[config.mk]
export PLATFORM = sky130hd
export DESIGN_NAME = timing_multi
export DESIGN_NICKNAME = d
export VERILOG_FILES = /design/src/rtl/timing_multi.sv
export SDC_FILE = /design/constraint.sdc
export NUM_CORES = 1
export LEC_CHECK = 0
export CAP_MARGIN = 5
export CORE_MARGIN = 2
export CORE_UTILIZATION = 51
export CTS_CLUSTER_DIAMETER = 80
export DETAILED_ROUTE_END_ITERATION = 8
export GPL_ROUTABILITY_DRIVEN = 0
export PLACE_DENSITY = 0.95
export SETUP_SLACK_MARGIN = 0.1
export SLEW_MARGIN = 30
export SYNTH_ARGS = -nofsm -noshare
export SYNTH_HDL_FRONTEND = slang
export SYNTH_SLANG_ARGS = --single-unit
[constraint.sdc]
create_clock -name clk -period 3.8 [get_ports clk]
set_input_delay 0.57 -clock clk [delete_from_list [all_inputs] [get_ports clk]]
set_output_delay 0.57 -clock clk [all_outputs]
set_load 0.005 [all_outputs]
[src/rtl/timing_multi.sv]
// Multi-channel timer: NUM_CH independent CNT_W-bit counters sharing one tick; optional prescaler under TIMING_PRESCALE_EN.
// Latency: triggers take effect on the next clk edge; rf_int is registered one cycle after the terminal event.
// Backpressure: none; every input is sampled each cycle, and halt overrides start and count.
module timing_multi #(
    parameter int NUM_CH = 4,
    parameter int CNT_W  = 32,
    parameter int PRE_W  = 16
) (
    input  logic                    clk,
    input  logic                    reset,
    input  logic [NUM_CH-1:0]       ro_trig_start,
    input  logic [NUM_CH-1:0]       ro_trig_halt,
    input  logic [NUM_CH-1:0]       ro_mode,
    input  logic [NUM_CH*CNT_W-1:0] ro_termcount,
    input  logic [PRE_W-1:0]        ro_prescale,
    output logic [NUM_CH-1:0]       rf_status,
    output logic [NUM_CH*CNT_W-1:0] rf_currcount,
    output logic [NUM_CH-1:0]       rf_int,
    output logic                    rf_int_any
);

    logic                         tick;
    logic [NUM_CH-1:0][CNT_W-1:0] cnt_q;
    logic [NUM_CH-1:0][CNT_W-1:0] term;

`ifdef TIMING_PRESCALE_EN
    logic [PRE_W-1:0] pre_cnt;

    // Free-running and shared by all channels; only reset clears it.
    assign tick = (pre_cnt == ro_prescale);

    always_ff @(posedge clk) begin
        if (!reset) begin
            pre_cnt <= '0;
        end else if (tick) begin
            pre_cnt <= '0;
        end else begin
            pre_cnt <= pre_cnt + PRE_W'(1);
        end
    end
`else
    logic unused_prescale;

    assign tick            = 1'b1;
    assign unused_prescale = ^ro_prescale;
`endif

    assign term         = ro_termcount;
    assign rf_currcount = cnt_q;
    assign rf_int_any   = |rf_int;

    always_ff @(posedge clk) begin
        if (!reset) begin
            rf_status <= '0;
            rf_int    <= '0;
            cnt_q     <= '0;
        end else begin
            for (int i = 0; i < NUM_CH; i++) begin
                rf_int[i] <= 1'b0;
                if (ro_trig_halt[i]) begin
                    rf_status[i] <= 1'b0;
                    cnt_q[i]     <= '0;
                end else if (ro_trig_start[i] && !rf_status[i]) begin
                    rf_status[i] <= 1'b1;
                    cnt_q[i]     <= '0;
                end else if (rf_status[i] && tick) begin
                    // Live termcount compare: lowering it below the count makes the counter wrap first.
                    if (cnt_q[i] == term[i]) begin
                        rf_int[i] <= 1'b1;
                        if (ro_mode[i]) begin
                            cnt_q[i] <= '0;
                        end else begin
                            rf_status[i] <= 1'b0;
                        end
                    end else begin
                        cnt_q[i] <= cnt_q[i] + CNT_W'(1);
                    end
                end
            end
        end
    end

endmodule

# Word-level counts from Yosys, hierarchy flattened
# Index checks and enable logic that the tools add are counted.
[word_totals] ram_bits=0 output_inout_bits=137 mem_bits_ro=0 memories=0 in_bits=158 latch_bits=0 elab_cells=82 register_bits=136
[op_classes] mux=28 n_eq_ne=8 div_mod_pow=0 bitwise=5 n_reduce_logical=25 n_addsub=4 shift=0 n_mul=0 n_lt_le_gt_ge=0
[op_table] op="$mux 32" n=8
[op_table] op="$add 32x1->32 const B" n=4
[op_table] op="$eq 32x32->1" n=4
[op_table] op="$mux 1" n=20
[op_table] op="$reduce_or 4->1" n=5
[op_table] op="$reduce_or 3->1" n=4
[op_table] op="$ne 2x2->1 const B" n=4
[op_table] op="$reduce_and 2->1" n=4
[op_table] op="$reduce_or 2->1" n=4
[op_table] op="$not 1->1" n=5
[op_table] op="$logic_and 1x1->1" n=4
[op_table] op="$logic_not 1->1" n=4

# Logic depth before layout (Yosys ltp)
[depth] ltp_word=4 mapped_depth=9 ltp_nobuf=7

# Worst setup path before layout
# OpenSTA, ideal clock, no wires.
[synth_timing] kind="reg2reg" start="register cnt_q (netlist bit rf_currcount[64])" end="register cnt_q (netlist bit rf_currcount[88])" required_time_ps=3721 n_path_buf=1 setup_time_ps=79 synth_period_minus_slack_ps=2311 arrival_time_ps=2232 setup_slack_ps=1489 path_stages_with_launch=8 path_cell_list="dfxtp_1 ha_1 nand3_1 or4_1 buf_2 or4_4 or4_1 o211ai_1"
[synth_between] elab_chain_len=3 word_cells_on_any_way=5 cone_classes="1 x add/sub; 2 x eq/ne; 1 x mux; 1 x reduce/logical"
[synth_rtl] item="start, declared" line_no="23" rtl="logic [NUM_CH-1:0][CNT_W-1:0] cnt_q;"
[synth_rtl] item="start signal, assigned by index" line_no="76" rtl="cnt_q[i] <= cnt_q[i] + CNT_W'(1);"
[synth_rtl] item="parallel branches: the longest is 3 deep, another holds $add 32x1->32"
# Parallel ways; which one is timed is not known.
# A chain may end at the register's enable or synchronous reset.

# Worst setup path after layout
[layout_timing] start="input port ro_termcount[0]" end="register cnt_q (netlist bit rf_currcount[26])"
[layout_between] elab_chain_len=3 word_cells_on_any_way=4 cone_classes="2 x eq/ne; 1 x mux; 1 x reduce/logical"
[layout_rtl] item="start, declared" line_no="14" rtl="input logic [NUM_CH*CNT_W-1:0] ro_termcount,"
[layout_rtl] item="$eq 32x32->1 *" line_no="68" rtl="if (cnt_q[i] == term[i]) begin"
[layout_rtl] item="$ne 2x2->1 (no line)"
[layout_rtl] item="$reduce_and 2->1 (no line)"
# Every way passes the cells marked *; elsewhere a longest branch is shown, timed or not.

==> run metrics <==
drt drc=0; final worst path period share=roughly 75%; minimum clock period after layout=2.84 ns; Seq cells post-synth=136; Mapped Avg Cell Area=8.02 um2; largest net degree at the start of global routing=27; root buf cell=clkbuf_16; CP required=slightly above 4 ns; total number of vias=10.2k; ratio of cells with drive above 1 in the final layout=6.95%; nature of the critical path endpoint=flop; Max Clk Rate=353 MHz; Final Hold Fails=0; Clock Path Buffers=2; Power Dens Cells=279 mW/mm2; Hold Crit Class=reg -> reg; TritonRoute pass-1 iters=6; DR WL/cell=about 20 um; Clock transition at path regs=0.06 ns; final setup violating endpoints=0; number of flops mapped to enable cells by yosys=0; Seq/Total Area, Yosys=30.7%; syn_nets=1,268; LEAKAGE=4.34 nW; ys async rst share=0%; htree depth=4; first-pass GRT wire length=between 40,000 and 50,000 um; # diodes=0; Final Max Tran Viols=0; WS Path Type=in -> reg; boundary pin count=a little under 300; Setup TNS=0 ns; Yosys cell types=73; All-Layer GR Usage=32.7%; Setup crit start kind=input pin; setup bufs post-CTS=0; Starting DRT DRC Count=1,241; CTS Buf Count=17; CP arrival=3.15 ns; hold buffer count at cts=0; prevailing post-synth register cell=dfxtp_1; # nets final=about 1.5k; Yosys warnings=0; Die Wd=136 um; initial antenna violation count=0; Mapped Cells=between 1k and 1.5k; # rows=48; DRT antenna net count=0; CTS Sinks=~140; routed wire length=31,100 um; Die Height=approximately 140 um; status=finished clean; Post-DP HPWL=22,800 um; actual slew at the worst max-slew pin=a little under 1 ns; worst skew pair latency=0.43 ns; total grt overflow=0; hold slack final=0.519 ns; RSZ-0062 raised after global routing=no; Setup Skew=approximately 0.012 ns; vias in the first global route=9,515; Max Cap Violations=0; I/O Buffers=around 280; initial core utilization=51.6%; CTS resizes=0; core area=between 0.015 and 0.02 mm2; Layout area overhead=39.6%; Worst slew margin=a little over a third; crit-path max FO=18; Die Area=0.0185 mm2; CTS tree=done; mean number of vias per cell=between 6 and 7; fillers=~1.3k; Mapped Area=0.00887 mm2; Peak supply drop=0.304 mV
kinds of logic after synthesis:
group / Yosys count / share of synthesized area, %
DFF: 136 / 30.7
and+or+nand+nor: 494 / 30.6
AOI/OAI and AO/OA: 207 / 17.5
buffers and inverters: 115 / 5.47
adders and majority gates: 4 / 0.564
muxes: 20 / 2.33
xor gates and xnor gates: 130 / 12.8
critical path, cell delays in order:
cell	delay [ns]
clkdlybuf4s50_1	0.43
xor2_1	0.17
nor4_1	0.42
nand4_1	0.42
o21a_1	0.56
and3_1	0.30
a211o_1	0.27
synth_stat cells, drive strengths merged (3+ instances only):
| master | count | area (um2) |
|---|---|---|
| or2 | 11 | 71.3 |
| mux2 | 5 | 56.3 |
| nand2 | 88 | 330 |
| nand3 | 92 | 465 |
| a31o | 3 | 26.3 |
| a21boi | 4 | 30.0 |
| buf | 30 | 166 |
| nand3b | 6 | 45.0 |
| a211o | 9 | 78.8 |
| nand2b | 11 | 68.8 |
| a221o | 18 | 180 |
| o211ai | 19 | 148 |
| nor4b | 3 | 38.8 |
| o221ai | 6 | 52.6 |
| and2 | 14 | 87.6 |
| o22ai | 4 | 25.0 |
| o311ai | 10 | 87.6 |
| mux2i | 15 | 150 |
| a21o | 7 | 53.8 |
| a22o | 11 | 96.3 |
| and4b | 3 | 30.0 |
| nor3 | 36 | 185 |
| nor3b | 8 | 60.1 |
| o21ai | 28 | 140 |
| nand4 | 58 | 363 |
| o31ai | 3 | 22.5 |
| ha | 4 | 50.1 |
| a22oi | 23 | 173 |
| and3 | 26 | 164 |
| a21oi | 23 | 115 |
| a2bb2oi | 5 | 43.8 |
| dfxtp | 136 | 2720 |
| clkbuf | 43 | 161 |
| nor2 | 59 | 221 |
| a31oi | 11 | 68.8 |
| nor4 | 29 | 209 |
| xnor2 | 65 | 569 |
| inv | 42 | 158 |
| o2bb2ai | 7 | 61.3 |
| or4 | 15 | 124 |
| or3 | 20 | 126 |
| and4 | 11 | 97.6 |
| xor2 | 65 | 569 |
per-layer routing:
layer  wire length (um)  vias to the layer above  track usage (%)  share of wire (%)
met2              15200                      714             55.3                 49
met4               1050                        0             14.1                3.4
met5                  0                        -                0                  0
li1                   -                     4617                -                  -
met3               3260                      114             7.53                 10
met1              11500                     4726             39.8                 37
final timing paths:
check / start / endpoint / slack (ns) / cells after the start
max: ro_termcount[0] / rf_currcount[26] / 0.96 / 7
max reg2reg: rf_currcount[15] / rf_currcount[26] / 1.05 / 6
min: rf_currcount[62] / rf_currcount[62] / 0.52 / 1
min reg2reg: rf_currcount[62] / rf_currcount[62] / 0.52 / 1
cells in the final DEF (no fill, tap or decap), types with 5 or more instances in the layout:
cell	instances
a22o_1	11
nand4_1	58
dfxtp_1	136
a22oi_1	23
and4_1	10
o21ai_0	25
nor3b_1	8
and3_1	25
nand3b_1	6
a21oi_1	20
o2bb2ai_1	7
or2_2	10
a211o_1	9
clkbuf_16	17
a2bb2oi_1	5
or3_1	19
o221ai_1	6
o211ai_1	18
o311ai_0	9
nor4_1	26
xor2_1	65
mux2_2	5
nor2_1	59
buf_4	24
nand3_1	91
a21o_1	6
mux2i_1	15
a31oi_1	11
nand2_1	88
or4_1	12
and2_1	14
a221o_1	18
clkdlybuf4s50_1	278
nor3_1	35
nand2b_1	11
xnor2_1	65
inv_1	42
flip-flops by register name (all words and copies together), names as in the netlist:
register,flops
rf_currcount,128
rf_int,4
rf_status,4
layout make-up:
class / instances / area (um2) / share of cell area [%]
Clock buffer: 21 / 460 / 3.72
Clock inverter: 11 / 123 / 0.990
Inverter: 42 / 158 / 1.27
Multi-Input combinational cell: 855 / 5670 / 45.8
Sequential cell: 136 / 2720 / 22.0
Tap cell: 225 / 282 / 2.27
Timing Repair Buffer: 302 / 2960 / 23.9
metrics by stage:
step	instance area (um2)	power, mW	util, %	instances	worst slack, ns
CTS	12400	3.45	72.1	1592	1.03
detailed placement	11800	1.82	68.7	1560	0.653
finish	12400	3.45	72.1	1592	0.963
global placement	11800	1.81	68.7	1560	0.720
global route	12400	3.54	72.1	1592	0.834
floorplan	8870	1.60	-	1106	1.49
power breakdown:
| group | internal [mW] | switching, mW |
|---|---|---|
| clock | 1.00 | 0.655 |
| sequential | 1.43 | 0.00417 |
| combinational | 0.206 | 0.158 |
No activity file was read; power rests on OpenSTA's default activity.
